[src/rtl/ps2_pkg.sv]
// Shared types and byte constants for the PS/2 scancode-set-2 key tracker.
package ps2_pkg;

  typedef enum logic [2:0] {
    IDLE,
    EXT,
    BRK,
    EXT_BRK,
    SKIP
  } ps2_state_t;

  localparam logic [7:0] PS2_EXT    = 8'hE0;
  localparam logic [7:0] PS2_BRK    = 8'hF0;
  localparam logic [7:0] PS2_PAUSE  = 8'hE1;
  localparam logic [7:0] PS2_BAT    = 8'hAA;
  localparam logic [7:0] PS2_ACK    = 8'hFA;
  localparam logic [7:0] PS2_ECHO   = 8'hEE;
  localparam logic [7:0] PS2_RESEND = 8'hFE;
  localparam logic [7:0] PS2_FAKE_LSHIFT = 8'h12;
  localparam logic [7:0] PS2_FAKE_RSHIFT = 8'h59;

  typedef struct packed {
    logic       ext;
    logic       brk;
    logic [7:0] code;
  } ps2_event_t;

  // Keyboard status/response bytes that never start a key sequence.
  function automatic logic is_ignored(input logic [7:0] b);
    return (b == PS2_BAT) || (b == PS2_ACK) || (b == PS2_ECHO) ||
           (b == PS2_RESEND) || (b == 8'h00) || (b == 8'hFF);
  endfunction

  function automatic logic is_fake_shift(input logic [7:0] b);
    return (b == PS2_FAKE_LSHIFT) || (b == PS2_FAKE_RSHIFT);
  endfunction

  function automatic ps2_event_t make_event(input logic ext, input logic brk,
                                            input logic [7:0] code);
    ps2_event_t ev;
    ev.ext  = ext;
    ev.brk  = brk;
    ev.code = code;
    return ev;
  endfunction

endpackage

[src/rtl/ps2_event_fifo.sv]
// Synchronous event FIFO with wrap-bit pointers and a sticky overflow flag.
module ps2_event_fifo
  import ps2_pkg::*;
#(
  parameter int DEPTH = 8
) (
  input  logic       clk,
  input  logic       reset,
  input  logic       push,
  input  ps2_event_t push_ev,
  input  logic       pop_ready,
  output ps2_event_t head_ev,
  output logic       valid,
  output logic       overflow,
  input  logic       clr_overflow
);

  localparam int AW = $clog2(DEPTH);

  logic [AW:0] wr_ptr, rd_ptr;
  ps2_event_t  mem [DEPTH];
  logic        empty, full, do_pop, do_push, drop;

  always_comb begin
    empty   = (wr_ptr == rd_ptr);
    full    = (wr_ptr[AW] != rd_ptr[AW]) && (wr_ptr[AW-1:0] == rd_ptr[AW-1:0]);
    do_pop  = !empty && pop_ready;
    do_push = push && (!full || do_pop);
    drop    = push && full && !do_pop;
    valid   = !empty;
    head_ev = empty ? '0 : mem[rd_ptr[AW-1:0]];
  end

  always_ff @(posedge clk) begin
    if (do_push) mem[wr_ptr[AW-1:0]] <= push_ev;
  end

  // A fresh drop wins over a clear in the same cycle.
  always_ff @(posedge clk or negedge reset) begin
    if (!reset) begin
      wr_ptr   <= '0;
      rd_ptr   <= '0;
      overflow <= 1'b0;
    end else begin
      if (do_push) wr_ptr <= wr_ptr + 1'b1;
      if (do_pop)  rd_ptr <= rd_ptr + 1'b1;
      if (drop)              overflow <= 1'b1;
      else if (clr_overflow) overflow <= 1'b0;
    end
  end

endmodule

[src/rtl/ps2_key_tracker.sv]
// Prefix-aware PS/2 set-2 decoder: held-key bitmap, press pulses, event FIFO.
// Define TYPEMATIC_FILTER_EN to keep typematic repeats of held table keys out of the FIFO.
module ps2_key_tracker
  import ps2_pkg::*;
#(
  parameter int                    NUM_KEYS    = 4,
  parameter logic [NUM_KEYS*9-1:0] KEY_TABLE   = {9'h16B, 9'h05A, 9'h01B, 9'h01C},
  parameter int                    FIFO_DEPTH  = 8,
  parameter int                    TIMEOUT_CYC = 500000
) (
  input  logic                clk,
  input  logic                reset,
  input  logic                rx_done_tick,
  input  logic [7:0]          rx_data,
  output logic [NUM_KEYS-1:0] key_held,
  output logic [NUM_KEYS-1:0] key_press,
  output logic                ev_valid,
  input  logic                ev_ready,
  output logic [7:0]          ev_code,
  output logic                ev_ext,
  output logic                ev_break,
  output logic                overflow,
  input  logic                clr_overflow
);

  localparam int             TW       = $clog2(TIMEOUT_CYC) + 1;
  localparam logic [TW-1:0]  TMO_LAST = TW'(TIMEOUT_CYC - 1);

  ps2_state_t          state, state_nx;
  logic [2:0]          skip_cnt, skip_nx;
  logic [TW-1:0]       tmo_cnt;
  logic                emit, push;
  ps2_event_t          emit_ev, head_ev;
  logic [NUM_KEYS-1:0] make_hit, brk_hit;

  always_comb begin
    state_nx = state;
    skip_nx  = skip_cnt;
    emit     = 1'b0;
    emit_ev  = '0;
    if (rx_done_tick) begin
      case (state)
        IDLE: begin
          if (rx_data == PS2_EXT) state_nx = EXT;
          else if (rx_data == PS2_BRK) state_nx = BRK;
          else if (rx_data == PS2_PAUSE) begin
            state_nx = SKIP;
            skip_nx  = 3'd7;
          end else if (!is_ignored(rx_data)) begin
            emit    = 1'b1;
            emit_ev = make_event(1'b0, 1'b0, rx_data);
          end
        end
        EXT: begin
          if (rx_data == PS2_BRK) state_nx = EXT_BRK;
          else begin
            state_nx = IDLE;
            emit     = !is_fake_shift(rx_data);
            emit_ev  = make_event(1'b1, 1'b0, rx_data);
          end
        end
        BRK: begin
          state_nx = IDLE;
          emit     = 1'b1;
          emit_ev  = make_event(1'b0, 1'b1, rx_data);
        end
        EXT_BRK: begin
          state_nx = IDLE;
          emit     = !is_fake_shift(rx_data);
          emit_ev  = make_event(1'b1, 1'b1, rx_data);
        end
        SKIP: begin
          skip_nx = skip_cnt - 3'd1;
          if (skip_cnt <= 3'd1) state_nx = IDLE;
        end
        default: state_nx = IDLE;
      endcase
    end else if (state != IDLE && tmo_cnt == TMO_LAST) begin
      state_nx = IDLE;
    end
  end

  // Match the emitted event against the key table; a break clears, a make sets.
  always_comb begin
    make_hit = '0;
    brk_hit  = '0;
    for (int i = 0; i < NUM_KEYS; i++) begin
      if (emit && ({emit_ev.ext, emit_ev.code} == KEY_TABLE[i*9 +: 9])) begin
        make_hit[i] = !emit_ev.brk;
        brk_hit[i]  = emit_ev.brk;
      end
    end
`ifdef TYPEMATIC_FILTER_EN
    push = emit && !(|(make_hit & key_held));
`else
    push = emit;
`endif
  end

  always_ff @(posedge clk or negedge reset) begin
    if (!reset) begin
      state     <= IDLE;
      skip_cnt  <= '0;
      tmo_cnt   <= '0;
      key_held  <= '0;
      key_press <= '0;
    end else begin
      state     <= state_nx;
      skip_cnt  <= skip_nx;
      tmo_cnt   <= (rx_done_tick || state_nx == IDLE) ? '0 : tmo_cnt + TW'(1);
      key_held  <= (key_held | make_hit) & ~brk_hit;
      key_press <= make_hit & ~key_held;
    end
  end

  ps2_event_fifo #(
    .DEPTH(FIFO_DEPTH)
  ) u_fifo (
    .clk         (clk),
    .reset       (reset),
    .push        (push),
    .push_ev     (emit_ev),
    .pop_ready   (ev_ready),
    .head_ev     (head_ev),
    .valid       (ev_valid),
    .overflow    (overflow),
    .clr_overflow(clr_overflow)
  );

  assign ev_code  = head_ev.code;
  assign ev_ext   = head_ev.ext;
  assign ev_break = head_ev.brk;

endmodule

[config.mk]
export PLATFORM = sky130hd
export DESIGN_NAME = ps2_key_tracker
export DESIGN_NICKNAME = d
export VERILOG_FILES = /design/src/rtl/ps2_pkg.sv /design/src/rtl/ps2_event_fifo.sv /design/src/rtl/ps2_key_tracker.sv
export SDC_FILE = /design/constraint.sdc
export NUM_CORES = 1
export LEC_CHECK = 0
export CAP_MARGIN = 15
export CORE_MARGIN = 5
export CORE_UTILIZATION = 55
export CTS_BUF_LIST = sky130_fd_sc_hd__clkbuf_8
export CTS_CLUSTER_SIZE = 20
export DETAILED_ROUTE_END_ITERATION = 6
export HOLD_SLACK_MARGIN = 0.06
export PLACE_DENSITY = 0.75
export SYNTH_ARGS = -nofsm -noshare
export SYNTH_HDL_FRONTEND = slang
export SYNTH_SLANG_ARGS = --single-unit
[constraint.sdc]
create_clock -name clk -period 3.3 [get_ports clk]
set_clock_uncertainty 0.05 [all_clocks]
set_input_delay 0.33 -clock clk [delete_from_list [all_inputs] [get_ports clk]]
set_output_delay 0.33 -clock clk [all_outputs]
set_load 0.005 [all_outputs]
# After elaboration in Yosys (flattened, before gate mapping)
# Memories as Yosys holds them, arrays and structs flattened.
# Cells that the tools add are included.
# classes
div,0
reduce_logical,30
n_mux,40
addsub,4
multipliers,0
bitwise_logic,5
shift,0
n_eq_ne,25
magnitude_cmp,1
# ops
cell,count
$eq A8 B8 Y1 const B,8
$pmux W10 S4,1
$mux W8,4
$mux W10,3
$mux W3,9
$add A20 B1 Y20 const B,1
$eq A20 B19 Y1 const B,1
$mux W20,1
$eq A9 B5 Y1 const B,2
$mux W1,18
$logic_and A1 B1 Y1,10
$eq A9 B7 Y1 const B,1
$eq A9 B9 Y1 const B,1
$pmux W3 S3,1
$add A4 B1 Y4 const B,2
$and A4 B4 Y4,2
$eq A8 B5 Y1 const B,1
$eq A8 B7 Y1 const B,1
$logic_not A8 Y1,1
$logic_or A1 B1 Y1,8
$not A4 Y4,2
$eq A3 B2 Y1 const B,2
$logic_not A3 Y1,2
$ne A2 B2 Y1 const B,3
other kinds (15),20
# word_totals
elab_cells,114
out_inout_bits,20
rom_bits,0
input_bits,13
ramBits,80
n_memories,1
regBits,43
latch_bits,0
# mem_list
memory,words,word_bits,read_ports,rd_ports_with_merged_regs,write_ports,line,rtl
u_fifo.mem,8,10,1,0,1,ps2_event_fifo.sv:21,ps2_event_t mem [DEPTH];

# Depth between registers and ports, before layout
# logic_depth
word_depth,17
mapped_depth,7
mapped_depth_nobuf,7

# By module
# A second synthesis with hierarchy kept.
# hier_totals
hier_cells,398
hier_area_um2,5540.3
# by_module_without_submodules
mod,seq_area_each_um2,area_each_um2,n_inst,cells_each
ps2_event_fifo,2627.5,3579.7,1,184
ps2_key_tracker,850.8,1960.6,1,214

# Worst setup path before layout
# Ideal clock, no wire load.
# synth_timing
kind,register to register
from,register state[2]
to,memory u_fifo.mem[0][0] in the netlist's numbering (enable)
arrival_time_ns,2.397
n_path_buf,1
synth_period_minus_slack_ns,2.837
slack_ns,0.463
path_stages_with_launch,8
cell_sequence,dfrtp_1 > buf_2 > nor3_2 > a21boi_1 > nand4_1 > a221oi_2 > nand4b_1 > nor3_1
# synth_between
elab_chain_cells,6
# synth_rtl
element,line,rtl
"start, declared",ps2_key_tracker.sv:29,"ps2_state_t state, state_nx;"
"start signal, assigned",ps2_key_tracker.sv:108,state <= state_nx;
$eq A3 B2 Y1 (tied with other cells),ps2_key_tracker.sv:42,case (state)
$pmux W1 S4 *,ps2_key_tracker.sv:42,
$mux W1 *,ps2_key_tracker.sv:41,if (rx_done_tick) begin
$logic_and A1 B1 Y1 *,ps2_event_fifo.sv:28,do_push = push && (!full || do_pop);
$mux W1 *,ps2_event_fifo.sv:35,if (do_push) mem[wr_ptr[AW-1:0]] <= push_ev;
$mux W1 (implied by the code) *,ps2_event_fifo.sv:35,
"end, declared",ps2_event_fifo.sv:21,
# Every way passes the cells marked *; elsewhere a longest branch is shown, timed or not.

# Worst setup path in the final report
# layout_timing
from,register u_fifo.rd_ptr[0]
to,output port ev_code[4]
# layout_between
elab_chain_cells,2
# layout_rtl
element,line,rtl
"start, declared",ps2_event_fifo.sv:20,"logic [AW:0] wr_ptr, rd_ptr;"
"start signal, assigned",ps2_event_fifo.sv:46,if (do_pop) rd_ptr <= rd_ptr + 1'b1;
$mem_v2 Z8 W10 / $eq A4 B4 Y1 (equally long branches),--,
$mux W10 *,ps2_event_fifo.sv:31,head_ev = empty ? '0 : mem[rd_ptr[AW-1:0]];
"end, declared",ps2_key_tracker.sv:19,"output logic [7:0] ev_code,"
# Marked as above.

==> run_results.csv <==
group,metric,value,unit
die,dieArea,12200,um^2
place,portBuffers,32,
sta,drv_slew,0,
synth,async_flop_share,35.0,%
global_routing,grt_max_degree,44,
sta,fin_crit_sh,80.0,%
global_routing,grt_pass1_vias,3496,
synth,syn_avg_cell_area,14.1,um^2
synth,syn_inst,393,
global_routing,grt_pass1_wl,17900,um
pwr,irDropWorstVdd,427,uV
final_layout,final_cell_area,6450,um^2
synth,yosysUniqueCellTypes,53,
synth,synth-seq-cells,123,
route,wirelength,10700,um
final_layout,area_growth_syn_to_layout,16.7,%
route,drt-vias-per-instance,5.73,
clock_tree,ctsHoldBuffers,1,
final_layout,nFillCells,733,
clock_tree,cts_root_buf,"clkbuf_8",
route,drc,0,
critical_path,rr_worst_depth,7,
synth,syn_nets,411,
final_layout,fin_nets,459,
final_layout,multi_input_area,1910,um^2
final_layout,antennaDiodeCount,0,
place,gp_congestion,0.820,
critical_path,end_kind,"output port",
sta,hold_violations,0,
clock_tree,cts_made_buffers,17,
global_routing,grt_overflow_total,0,
pwr,power.density,759,nW/um^2
critical_path,cp.arrival,2.26,ns
pwr,p_leak,2.36,nW
die,die_w,110,um
sta,hold_ws,0.421,ns
sta,layout_min_cycle_time,2.64,ns
sta,setup_tns,0,ns
critical_path,cp_max_fo,14,
sta,maxSlewHeadroom,36.7,%
synth,synth_seq_area_share,62.9,%
place,post_dp_cell_area,6030,um^2
clock_tree,cts_setup_buffers,0,
global_routing,antenna_found_initial,0,
route,routedWlPerCell,18.2,um
clock_tree,cts_num_sinks,123,
critical_path,critPathKind,"flop to output port",
clock_tree,cts_resized,0,
sta,worst_pin_slew,0.949,ns
synth,synth_edf_count,80,
clock_tree,clk_path_buf_depth,2,
die,start_util,56.6,%
hold_path,hold_path_class,"flop to flop",
die,core,9770,um^2
job,drv_cap,0,
route,ant_nets,0,
critical_path,required,2.92,ns
final_layout,drive_gt1_share,17.8,%
clock_tree,cts_tree,"built",
global_routing,grt.total_usage,19.9,%
die,row_count,36,
run_status,outcome,"finished clean",
route,drt-pass1-iter-count,5,
final_layout,final_util,66.0,%
die,die_y,110,um
critical_path,critPathLaunchType,"flop",
route,first_iter_violations,173,
synth,yosysWarnings,0,
sta,final-setup-viol-count,0,
sta,rsz0062_at_grt,"false",
clock_tree,clkLatencyLatePin,0.43,ns
hold_path,whs_path_depth,1,
sta,fmax,379,MHz
route,vias,3362,
clock_tree,htreeDepth,4,
clock_tree,clkTransAtPathRegs,0.08,ns
die,io_pins,33,
synth,syn-cell-area,5530,um^2
place,hpwlAfterDp,7450,um
synth,ys.flop_type,"edfxtp_1",
final_layout,register_area,3480,um^2
==> cells in the mapped netlist (7+ instances only) <==
library cell / instances / share of area [%]
a21oi_1: 8 / 0.72
and2_1: 11 / 1.2
and3_1: 7 / 0.79
clkbuf_1: 10 / 0.68
dfrtp_1: 43 / 19
edfxtp_1: 80 / 43
inv_1: 9 / 0.61
mux2i_1: 11 / 2.0
mux4_2: 20 / 8.1
nand2_1: 12 / 0.81
nand3_1: 13 / 1.2
nand4_1: 9 / 1.0
nor2_1: 49 / 3.3
nor3_1: 8 / 0.72
xnor2_1: 17 / 2.7
xor2_1: 11 / 1.7
==> flip-flops by register name, indices dropped and copies added (netlist names), named ones only <==
register and cells:
u_fifo.mem 80, u_fifo.overflow 1, tmo_cnt 20, state 3
skip_cnt 3, key_press 4, u_fifo.rd_ptr 4, u_fifo.wr_ptr 4
==> report_power, final <==
group / switching, mW / internal (mW) / leakage (nW) / total (mW)
Clock: 0.671 / 0.703 / 0.202 / 1.37
Combinational: 0.696 / 0.815 / 0.845 / 1.51
Sequential: 0.127 / 1.89 / 1.32 / 2.02
==> stage by stage <==
stage,cells,worst slack (ns),total power [mW]
2_1_floorplan,393,0.463,2.97
3_3_place_gp,554,0.381,3.54
3_5_place_dp,554,0.306,3.59
4_1_cts,587,0.620,4.96
5_1_grt,587,0.408,5.19
6_report,587,0.659,4.90
==> final cells by class <==
class	count	area share, %
Sequential cell	123	53.9
Multi-Input combinational cell	240	29.6
Timing Repair Buffer	50	7.02
Clock buffer	17	3.63
Clock inverter	15	2.79
Tap cell	133	2.58
Inverter	9	0.523
==> cells in the final DEF, fill, tap and decap left out, drive strengths merged, types with 5 or more instances in the layout <==
cell / count
clkbuf: 17
dfrtp: 43
buf: 18
nand2b: 5
nor3: 9
and2: 11
nand2: 12
xor2: 11
edfxtp: 80
nor2: 49
nor4: 7
xnor2: 17
nand3: 14
nand4: 9
nor2b: 5
mux2i: 11
a21oi: 8
and3: 7
mux4: 20
inv: 18
ha: 5
clkdlybuf4s50: 31
==> cells by family (layout without fill, tap and decap cells) <==
family	Yosys count	after routing	share of synthesized area [%]
compound gates	28	28	3.82
mux	35	35	11.0
xor+xnor	28	28	4.44
flops	123	123	62.9
buf+inv	30	91	2.58
fa+ha+maj	5	5	1.13
simple gates	144	144	14.1
==> critical path, stage by stage, from the launching register on <==
cell and delay (ns):
dfrtp_1 0.35, buf_4 0.26, mux4_2 0.54, mux2i_1 0.14, nor2_1 0.07, clkdlybuf4s50_1 0.46
==> worst paths after layout <==
kind	endpoint	slack (ns)	start
max reg2reg	u_fifo.mem[0][6]$_DFFE_PP_	0.67	state[1]$_DFF_PN0_
min reg2reg	key_press[1]$_DFF_PN0_	0.42	flop
min in group asynchronous	tmo_cnt[8]$_DFF_PN0_	0.53	reset
max in group asynchronous	u_fifo.wr_ptr[2]$_DFFE_PN0P_	2.08	reset
max	ev_code[4]	0.66	u_fifo.rd_ptr[0]$_DFFE_PN0P_
min	key_press[1]$_DFF_PN0_	0.42	flop
==> per-layer routing <==
layer  part of all wire [%]  GRT usage, %  vias up  routed length (um)
li1                       -             -     1570                   -
met1                     43          26.0     1674                4540
met2                     50          32.2      104                5330
met3                    5.6          5.53       14                 601
met4                    1.6          7.39        0                 174
met5                      0             0        -                   0
(Power assumes the default switching activity.)
